### src/rtl/pll_reconf_if.sv
// pll_reconf_if
//   Groups the trigger, altpll_reconfig and HDMI PLL status signals, plus the
//   sequencer's outputs, into one bundle.
//   Signal protocol (one place, applies to every signal here):
//     trigger_read   : one-cycle pulse from the resolution-select stage.
//     busy           : level from altpll_reconfig, high while the scan chain streams.
//     pll_locked     : asynchronous level from the HDMI PLL.
//     write_from_rom : one-cycle pulse starting altpll_reconfig.
//     video_reset    : level, high holds the downstream video pipeline.
//     reconf_done    : one-cycle pulse on a successful sequence.
//     error          : sticky level, set on any timeout, cleared on success.
//     state_dbg      : current sequencer state encoding.
//   master : the sequencer side.  slave : the surrounding system side.
interface pll_reconf_if;
  logic       trigger_read;
  logic       busy;
  logic       pll_locked;
  logic       write_from_rom;
  logic       video_reset;
  logic       reconf_done;
  logic       error;
  logic [2:0] state_dbg;

  modport master (
    input  trigger_read, busy, pll_locked,
    output write_from_rom, video_reset, reconf_done, error, state_dbg
  );

  modport slave (
    output trigger_read, busy, pll_locked,
    input  write_from_rom, video_reset, reconf_done, error, state_dbg
  );
endinterface

### src/rtl/pll_reconf_sequencer.sv
// pll_reconf_sequencer
//   Runs one HDMI PLL reconfiguration per new video mode: pulses
//   write_from_rom to altpll_reconfig, follows its busy flag, then waits for
//   the PLL lock to stay high for SETTLE_CYCLES before releasing the video
//   pipeline. Every wait is bounded; a timeout sets a sticky error.
// Ports:
//   clock   : system clock, rising edge.
//   reset_n : asynchronous active-low reset, released synchronously inside.
//   bus     : pll_reconf_if.master (trigger/busy/lock in; start pulse,
//             video_reset, reconf_done, error and state_dbg out).
module pll_reconf_sequencer #(
  parameter int unsigned BUSY_START_TIMEOUT = 16,
  parameter int unsigned BUSY_TIMEOUT       = 4096,
  parameter int unsigned LOCK_TIMEOUT       = 65535,
  parameter int unsigned SETTLE_CYCLES      = 256
) (
  input  logic          clock,
  input  logic          reset_n,
  pll_reconf_if.master  bus
);

  typedef enum logic [2:0] {
    S_IDLE         = 3'd0,
    S_START        = 3'd1,
    S_WAIT_BUSY_HI = 3'd2,
    S_WAIT_BUSY_LO = 3'd3,
    S_WAIT_LOCK    = 3'd4,
    S_DONE         = 3'd5,
    S_ERROR        = 3'd6
  } state_t;

  localparam logic [15:0] BUSY_START_LIM = 16'(BUSY_START_TIMEOUT - 1);
  localparam logic [15:0] BUSY_LIM       = 16'(BUSY_TIMEOUT - 1);
  localparam logic [15:0] LOCK_LIM       = 16'(LOCK_TIMEOUT - 1);
  localparam logic [15:0] SETTLE_LIM     = 16'(SETTLE_CYCLES - 1);

  function automatic logic [15:0] sat_inc(input logic [15:0] v);
    return (v == 16'hFFFF) ? v : v + 16'd1;
  endfunction

  // Reset asserts immediately and deasserts two clocks after reset_n rises.
  logic [1:0] rst_sync_q;
  logic       rst_int_n;

  always_ff @(posedge clock or negedge reset_n) begin
    if (!reset_n) rst_sync_q <= 2'b00;
    else          rst_sync_q <= {rst_sync_q[0], 1'b1};
  end

  assign rst_int_n = rst_sync_q[1];

  state_t      state_q, state_d;
  logic [15:0] cnt_q, cnt_d;
  logic [15:0] settle_q, settle_d;
  logic        pending_q, pending_d;
  logic        video_reset_q, video_reset_d;
  logic        error_q, error_d;
  logic        wfr_q, wfr_d;
  logic [1:0]  lock_sync_q;
  logic        lock_s;

  assign lock_s = lock_sync_q[1];

  always_ff @(posedge clock or negedge rst_int_n) begin
    if (!rst_int_n) begin
      state_q       <= S_IDLE;
      cnt_q         <= 16'd0;
      settle_q      <= 16'd0;
      pending_q     <= 1'b0;
      video_reset_q <= 1'b1;
      error_q       <= 1'b0;
      wfr_q         <= 1'b0;
      lock_sync_q   <= 2'b00;
    end else begin
      state_q       <= state_d;
      cnt_q         <= cnt_d;
      settle_q      <= settle_d;
      pending_q     <= pending_d;
      video_reset_q <= video_reset_d;
      error_q       <= error_d;
      wfr_q         <= wfr_d;
      lock_sync_q   <= {lock_sync_q[0], bus.pll_locked};
    end
  end

  always_comb begin
    state_d       = state_q;
    cnt_d         = 16'd0;
    settle_d      = 16'd0;
    // Triggers arriving mid-sequence collapse into one pending request.
    pending_d     = pending_q | (bus.trigger_read && (state_q != S_IDLE));
    video_reset_d = video_reset_q;
    error_d       = error_q;
    wfr_d         = 1'b0;

    case (state_q)
      S_IDLE: begin
        if (bus.trigger_read || pending_q) begin
          pending_d     = 1'b0;
          video_reset_d = 1'b1;
          state_d       = S_START;
        end
      end
      S_START: begin
        // Registered so the pulse reaches altpll_reconfig glitch-free.
        wfr_d   = 1'b1;
        state_d = S_WAIT_BUSY_HI;
      end
      S_WAIT_BUSY_HI: begin
        cnt_d = sat_inc(cnt_q);
        if (bus.busy) begin
          cnt_d   = 16'd0;
          state_d = S_WAIT_BUSY_LO;
        end else if (cnt_q >= BUSY_START_LIM) begin
          state_d = S_ERROR;
        end
      end
      S_WAIT_BUSY_LO: begin
        cnt_d = sat_inc(cnt_q);
        if (!bus.busy) begin
          cnt_d   = 16'd0;
          state_d = S_WAIT_LOCK;
        end else if (cnt_q >= BUSY_LIM) begin
          state_d = S_ERROR;
        end
      end
      S_WAIT_LOCK: begin
        cnt_d    = sat_inc(cnt_q);
        // Any low cycle on the lock restarts the settle window.
        settle_d = lock_s ? sat_inc(settle_q) : 16'd0;
        if (lock_s && (settle_q >= SETTLE_LIM)) begin
          state_d = S_DONE;
        end else if (cnt_q >= LOCK_LIM) begin
          state_d = S_ERROR;
        end
      end
      S_DONE: begin
        error_d       = 1'b0;
        video_reset_d = 1'b0;
        state_d       = S_IDLE;
      end
      S_ERROR: begin
        state_d = S_IDLE;
      end
      default: begin
        state_d = S_IDLE;
      end
    endcase

    // Error is visible from the first ERROR cycle.
    if (state_d == S_ERROR) error_d = 1'b1;
  end

  assign bus.write_from_rom = wfr_q;
  assign bus.video_reset    = video_reset_q;
  assign bus.reconf_done    = (state_q == S_DONE);
  assign bus.error          = error_q;
  assign bus.state_dbg      = state_q;

endmodule

### src/flat_wrapper.sv
// flat-port wrapper written by rule: the top's interface ports become plain ports
module pll_reconf_sequencer_flat 
#(
  parameter int unsigned BUSY_START_TIMEOUT = 16,
  parameter int unsigned BUSY_TIMEOUT       = 4096,
  parameter int unsigned LOCK_TIMEOUT       = 65535,
  parameter int unsigned SETTLE_CYCLES      = 256
)
  (clock, reset_n, bus_trigger_read, bus_busy, bus_pll_locked, bus_write_from_rom, bus_video_reset, bus_reconf_done, bus_error, bus_state_dbg);
  pll_reconf_if bus_i ();
  input  logic clock;
  input  logic reset_n;
  input wire logic [$bits(bus_i.trigger_read)-1:0] bus_trigger_read;
  input wire logic [$bits(bus_i.busy)-1:0] bus_busy;
  input wire logic [$bits(bus_i.pll_locked)-1:0] bus_pll_locked;
  output wire logic [$bits(bus_i.write_from_rom)-1:0] bus_write_from_rom;
  output wire logic [$bits(bus_i.video_reset)-1:0] bus_video_reset;
  output wire logic [$bits(bus_i.reconf_done)-1:0] bus_reconf_done;
  output wire logic [$bits(bus_i.error)-1:0] bus_error;
  output wire logic [$bits(bus_i.state_dbg)-1:0] bus_state_dbg;
  assign bus_i.trigger_read = bus_trigger_read;
  assign bus_i.busy = bus_busy;
  assign bus_i.pll_locked = bus_pll_locked;
  assign bus_write_from_rom = bus_i.write_from_rom;
  assign bus_video_reset = bus_i.video_reset;
  assign bus_reconf_done = bus_i.reconf_done;
  assign bus_error = bus_i.error;
  assign bus_state_dbg = bus_i.state_dbg;
  pll_reconf_sequencer #(.BUSY_START_TIMEOUT(BUSY_START_TIMEOUT), .BUSY_TIMEOUT(BUSY_TIMEOUT), .LOCK_TIMEOUT(LOCK_TIMEOUT), .SETTLE_CYCLES(SETTLE_CYCLES)) u_core (.clock(clock), .reset_n(reset_n), .bus(bus_i));
endmodule
### config.mk
export PLATFORM = sky130hd
export DESIGN_NAME = pll_reconf_sequencer_flat
export DESIGN_NICKNAME = d
export VERILOG_FILES = /design/src/rtl/pll_reconf_if.sv /design/src/rtl/pll_reconf_sequencer.sv /design/src/flat_wrapper.sv
export SDC_FILE = /design/constraint.sdc
export NUM_CORES = 1
export LEC_CHECK = 0
export ABC_AREA = 1
export CAP_MARGIN = 10
export CORE_ASPECT_RATIO = 1.75
export CORE_UTILIZATION = 64
export CTS_CLUSTER_SIZE = 40
export DETAILED_ROUTE_END_ITERATION = 12
export GPL_TIMING_DRIVEN = 0
export PLACE_DENSITY = 0.93
export SYNTH_ARGS = -nofsm -noshare
export SYNTH_HDL_FRONTEND = slang
export SYNTH_SLANG_ARGS = --single-unit
### constraint.sdc
create_clock -name clock -period 2 [get_ports clock]
set_clock_uncertainty 0.1 [all_clocks]
set_input_delay 0.4 -clock clock [delete_from_list [all_inputs] [get_ports clock]]
set_output_delay 0.4 -clock clock [all_outputs]
set_load 0.01 [all_outputs]
==> results of run 1 <==
==> sequential cells by signal, indices dropped and copies added (netlist names) <==
name,cells
u_core.bus.video_reset,1
u_core.lock_sync_q,2
u_core.bus.state_dbg,3
u_core.rst_sync_q,2
u_core.cnt_q,16
u_core.bus.write_from_rom,1
u_core.bus.error,1
u_core.settle_q,16
u_core.pending_q,1
==> power by group <==
group	switching [uW]	total (uW)	internal, uW
sequential	79.4	1040	957
combinational	340	572	231
clock	300	672	372
total	720	2280	1560
==> cell type report <==
| class | instances | area [sq um] |
|---|---|---|
| clock buffers | 5 | 68.8 |
| repair buffers | 12 | 116 |
| plain buffers | 4 | 40.0 |
| flip-flops and latches | 43 | 1080 |
| well taps | 46 | 57.6 |
| clock inverters | 3 | 43.8 |
| multi-input cells | 231 | 1190 |
| fillers | 263 | 917 |
| inverters | 41 | 154 |
==> worst paths after layout <==
kind / start / depth (start not counted) / slack (ns) / end
worst max-delay path: u_core.settle_q[1]$_DFFE_PN0P_ / 9 / 0.14 / u_core.settle_q[3]$_DFFE_PN0P_
worst min-delay path: reset_n / 1 / 0.15 / u_core.rst_sync_q[0]$_DFF_PN0_
worst max register to register: u_core.settle_q[1]$_DFFE_PN0P_ / 9 / 0.14 / u_core.settle_q[3]$_DFFE_PN0P_
worst min register to register: u_core.lock_sync_q[0]$_DFF_PN0_ / 0 / 0.26 / u_core.lock_sync_q[1]$_DFF_PN0_
max in group asynchronous: u_core.rst_sync_q[1]$_DFF_PN0_ / 0 / 0.91 / u_core.bus.state_dbg[2]$_DFF_PN0_
min in group clock: u_core.lock_sync_q[0]$_DFF_PN0_ / 0 / 0.26 / u_core.lock_sync_q[1]$_DFF_PN0_
==> cell usage after synthesis, types with 4 or more instances <==
master	n
inv_1	37
dfrtp_1	42
a21oi_1	12
o21ai_0	19
nor2_4	4
nor2_1	51
nand2_1	58
nand4_1	12
o21ai_1	4
nand3_1	27
inv_2	4
nor3_1	7
==> critical path: cells and delay by family, from the launching register on <==
kind / cells / cell delay [ns]
simple gates: 7 / 0.92
flops: 1 / 0.38
compound gates: 1 / 0.16
fa+ha+maj: 1 / 0.21
==> layer usage <==
layer | global-route usage | vias up
li1 | - | 1095
met1 | 0.287 | 1038
met2 | 0.577 | 94
met3 | 0.0601 | 43
met4 | 0.249 | 0
met5 | 0 | -
==> logic make-up after synthesis <==
group / Yosys count
adder cells (fa/ha/maj): 3
buffers and inverters: 45
XOR/XNOR: 4
other: 1
AO/OA/AOI/OAI: 49
AND/OR/NAND/NOR: 174
flip-flops: 43
==> metrics by stage <==
step	area [sq um]	hold slack, ns
finish	2750	0.154
floorplan	2460	0.00441
global placement	2630	0.236
CTS	2750	0.144
detailed placement	2630	0.236
global route	2750	0.146
==> what timing repair did <==
| item | in CTS | in global routing |
|---|---|---|
| setup buffers | 1 | 0 |
| endpoints found under the setup margin | 1 | 0 |
| resized for setup | 3 | 0 |
==> qor.csv, run 1 <==
metric;value;unit
crit_path_max_fanout;7;
dr_wl_met2;3260;microns
final_cell_mix;nand2_1 (58), nor2_1 (51), dfrtp_1 (40);
drive_gt1_frac;0.121;
synthSimpleGateAreaFrac;0.337;
top_layer;met4;
synthToLayoutAreaGrowth;11.8;%
first_pass_iters;7;
clockBufferDepth;2;
crit_path_start_kind;register;
max_stage_delay;0.38;ns
yosysWarnings;0;
clockRootBuffer;clkbuf_8;
max_freq;539;MHz
crit_slowest_cell;dfrtp_1;
setup_viol;0;
place_ws;0.0669;ns
cts_tree;yes;
ys_seq_area_frac;0.438;
crit_chain;ha_1 -> nand2_1 -> nor2_4 -> nand2_4 -> nor2_1 -> nand3_1 -> nor2_4 -> nor2_1 -> a21oi_1;
grt_pass1_wl;9670;microns
tns;0;ns
drv_cap;0;
grt_antenna_before_repair;0;
cts_buffers;5;
nets;346;
leakage;0.00125;uW
wl_met3;265;microns
drc;0;
overflow;0;
slew_viol_final;0;
synthAdderAreaFrac;0.0153;
grt_pass1_vias;2226;
avgSynthCellArea;7.71;sq um
synth_area;0.00246;sq mm
ys.flop_type;dfrtp_1;
grt_max_degree;42;
synth_edf_count;0;
fin_util;0.750;
finalNonFillerCells;385;
postCtsHoldBufs;0;
outcome;completed;
die_w;48.9;microns
power.density;830;mW/mm^2
wl;5840;microns
ios;12;
synth_cell_types;38;
crit_type;register to register;
num_vias;2270;
synth_top_area_cell;dfrtp_1;
grt_use_total;0.314;
synthMuxAreaShare;0;
synth_compound_area_frac;0.115;
endpoint_kind;register;
ys_seq_elements;43;
vias_per_cell;5.90;
synthTopCellsByArea;dfrtp_1 (43%), nand2_1 (8.9%), nor2_1 (7.8%);
rows;29;
worst_slack;0.143;ns
synth_top_family_by_area;simple AND/OR/NAND/NOR gates;
htreeDepth;2;
final_common_cell;nand2_1;
synth_top_cell_area_share;0.427;
path_clk_slew;0.09;ns
syn-num-nets;327;
hp-class;input port to async pin;
rsz0062_at_grt;false;
ir_drop;0.00111;V
io_buffer_count;11;
drt_iter0_drc;105;
antenna_left;0;
die_area;0.00410;sq mm
synthCells;319;
die_h;84.0;microns
synthArstFlopShare;1.00;
post-route-period-util;0.928;
crit_arrival;1.98;ns
tightest_slew;0.867;ns
placed_cells;376;
crit_required;2.13;ns
clock_latency;0.30;ns
period_needed;1.86;ns
place_congestion;0.898;
num_antenna_cells;0;
dp_hpwl;4270;microns
wl_per_cell;15.2;microns
core_area;0.00366;sq mm
slew_headroom;0.422;
synth_xor_area_frac;0.0142;
finalPower;2280;uW
finalHoldViolCount;0;
start_util;0.671;
numClockSinks;43;
wl_met1;1950;microns
(Power assumes the default switching activity.)
==> inputs of run 2 (changes only) <==
--- a/config.mk
+++ b/config.mk
@@ -12,6 +12,7 @@
 export CTS_CLUSTER_SIZE = 40
 export DETAILED_ROUTE_END_ITERATION = 12
 export GPL_TIMING_DRIVEN = 0
+export MAX_ROUTING_LAYER = met4
 export PLACE_DENSITY = 0.93
 export SYNTH_ARGS = -nofsm -noshare
 export SYNTH_HDL_FRONTEND = slang
==> run 2 against run 1 <==
  * Final area up 2.5%
  * Via count is essentially flat
  * Maximum frequency decreased by 3.5%
  * Routed wire length rose by 3.5%
  * Register-to-register slack got worse by 0.07 ns
  * First-iteration DRC count down 13%
  * Count of clock-buffer cells in the layout stayed put
  * Critical endpoint is now u_core.settle_q[2]$_DFFE_PN0P_
  * Largest power group unchanged
==> qor.csv, run 2 (synthesis results as in run 1) <==
metric;value;unit;change
endpoint_kind;register;;unchanged
ff2ff_setup_slack;0.08;ns;was 0.14 ns
num_vias;2268;;was 2270
timing.hold.ws;0.147;ns;was 0.154 ns
ir_drop;0.000871;V;was 0.00111 V
grt_antenna_before_repair;0;;unchanged
overflow;0;;unchanged
crit_chain;ha_2 -> nand2_1 -> nor2_4 -> nand2_4 -> nor2_1 -> nand3_1 -> nor2_4 -> buf_12 -> o21ai_0 -> nor2_1;;was ha_1 -> nand2_1 -> nor2_4 -> nand2_4 -> nor2_1 -> nand3_1 -> nor2_4 -> nor2_1 -> a21oi_1
hp-class;input port to async pin;;unchanged
drt_iter0_drc;91;;was 105
grt_use_total;0.323;;was 0.314
fin_util;0.769;;was 0.750
die_w;48.9;microns;unchanged
path_clk_slew;0.09;ns;about the same
grt_max_degree;42;;unchanged
place_congestion;0.877;;was 0.898
cts_buffers;5;;unchanged
r2r-end;u_core.settle_q[2]$_DFFE_PN0P_;;was u_core.settle_q[3]$_DFFE_PN0P_
core_area;0.00366;sq mm;unchanged
synthToLayoutAreaGrowth;14.6;%;was 11.8%
crit_type;register to register;;unchanged
cts_tree;yes;;unchanged
rows;29;;unchanged
vias_per_cell;5.83;;was 5.90
drive_gt1_frac;0.134;;was 0.121
nets;350;;was 346
dpl_cell_area;0.00263;sq mm;unchanged
numClockSinks;43;;unchanged
power.density;866;mW/mm^2;was 830 mW/mm^2
r2r-start;u_core.settle_q[0]$_DFFE_PN0P_;;was u_core.settle_q[1]$_DFFE_PN0P_
clock_latency;0.31;ns;was 0.30 ns
period_needed;1.92;ns;was 1.86 ns
antenna_left;0;;unchanged
crit_arrival;2.07;ns;was 1.98 ns
crit_slowest_cell;dfrtp_1;;unchanged
io_buffer_count;11;;unchanged
die_h;84.0;microns;unchanged
final_cell_mix;nand2_1 (58), nor2_1 (51), dfrtp_1 (40);;unchanged
finalNonFillerCells;389;;was 385
max_stage_delay;0.40;ns;was 0.38 ns
setup_viol;0;;unchanged
dp_hpwl;4220;microns;was 4270 microns
leakage;0.00127;uW;was 0.00125 uW
finalHoldViolCount;0;;unchanged
n_fill_cell;262;;was 263
wl;6050;microns;was 5840 microns
clockRootBuffer;clkbuf_8;;unchanged
clockBufferDepth;2;;unchanged
reg2reg_depth;10;;was 9
slew_viol_final;0;;unchanged
grt_pass1_vias;2235;;was 2226
max_freq;520;MHz;was 539 MHz
startpoint;u_core.settle_q[0]$_DFFE_PN0P_;;was u_core.settle_q[1]$_DFFE_PN0P_
wl_per_cell;15.5;microns;was 15.2 microns
critical_path.top_delay_family;simple AND/OR/NAND/NOR gates;;unchanged
path_buf_inv;1;;was 0
slew_headroom;0.406;;was 0.422
final_common_cell;nand2_1;;unchanged
drv_cap;0;;unchanged
placed_cells;376;;unchanged
die_area;0.00410;sq mm;unchanged
first_pass_iters;5;;was 7
crit_cells;10;;was 9
outcome;completed;;unchanged
ios;12;;unchanged
start_util;0.671;;unchanged
crit_path_start_kind;register;;unchanged
crit_path_max_fanout;5;;was 7
grt_pass1_wl;9750;microns;was 9670 microns
post-route-period-util;0.962;;was 0.928
crit_required;2.15;ns;was 2.13 ns
num_antenna_cells;0;;unchanged
htreeDepth;2;;unchanged
tightest_slew;0.892;ns;was 0.867 ns
drc;0;;unchanged
stdcell_area;0.00282;sq mm;was 0.00275 sq mm
-- run 2: cell types whose count changed in the layout (fill, tap and decap cells not counted) --
cell and delta:
buf_12 +1, buf_4 +3, bufinv_16 +1, clkinv_2 -1, clkinv_4 -1, clkinvlp_4 +1
ha_1 -1, ha_2 +1
-- run 2: worst reg2reg max path, stage by stage, from the launching register on --
cell and delay [ns]:
dfrtp_1 0.40, ha_2 0.24, nand2_1 0.13, nor2_4 0.21
nand2_4 0.09, nor2_1 0.10, nand3_1 0.11, nor2_4 0.18
buf_12 0.13, o21ai_0 0.07, nor2_1 0.10
-- run 2: routing by layer --
metal | global-route usage | vias to the layer above | routed length (microns)
met5 | - | - | 0
met4 | 0.211 | 0 | 348
met3 | 0.0437 | 31 | 200
met2 | 0.587 | 85 | 3390
met1 | 0.307 | 1062 | 2110
li1 | - | 1090 | -
-- run 2: worst max path at each step --
stage	end	slack, ns
floorplan	u_core.settle_q[1]$_DFFE_PN0P_	0.42
global placement	u_core.cnt_q[1]$_DFF_PN0_	0.13
detailed placement	u_core.cnt_q[8]$_DFF_PN0_	0.06
CTS	u_core.settle_q[1]$_DFFE_PN0P_	0.13
global route	u_core.settle_q[8]$_DFFE_PN0P_	-0.06
finish	u_core.settle_q[2]$_DFFE_PN0P_	0.08
-- run 2: area by class of cell --
cell class	instances	area, sq um	share of cell area
Buffer	4	40.0	0.0142
Clock buffer	5	68.8	0.0244
Clock inverter	3	67.6	0.0240
Inverter	41	154	0.0546
Multi-Input combinational cell	231	1190	0.422
Sequential cell	43	1080	0.383
Tap cell	46	57.6	0.0204
Timing Repair Buffer	16	159	0.0564
-- run 2: power breakdown --
part	switching [uW]	total, uW	internal [uW]
clock	316	814	498
sequential	84.8	1040	957
combinational	351	584	233
-- run 2: stage by stage --
| step | TNS [ns] | power (uW) | worst slack [ns] |
|---|---|---|---|
| floorplan | 0 | 1380 | 0.417 |
| global placement | 0 | 1580 | 0.134 |
| detailed placement | 0 | 1600 | 0.0551 |
| CTS | 0 | 2440 | 0.128 |
| global route | -0.355 | 2550 | -0.0562 |
| finish | 0 | 2440 | 0.0760 |
-- run 2: timing repair --
action,in CTS,in global routing
setup buffers,1,4
resized for setup,3,1
pin swaps,0,3
setup endpoints to repair,1,4
hold buffers,0,0
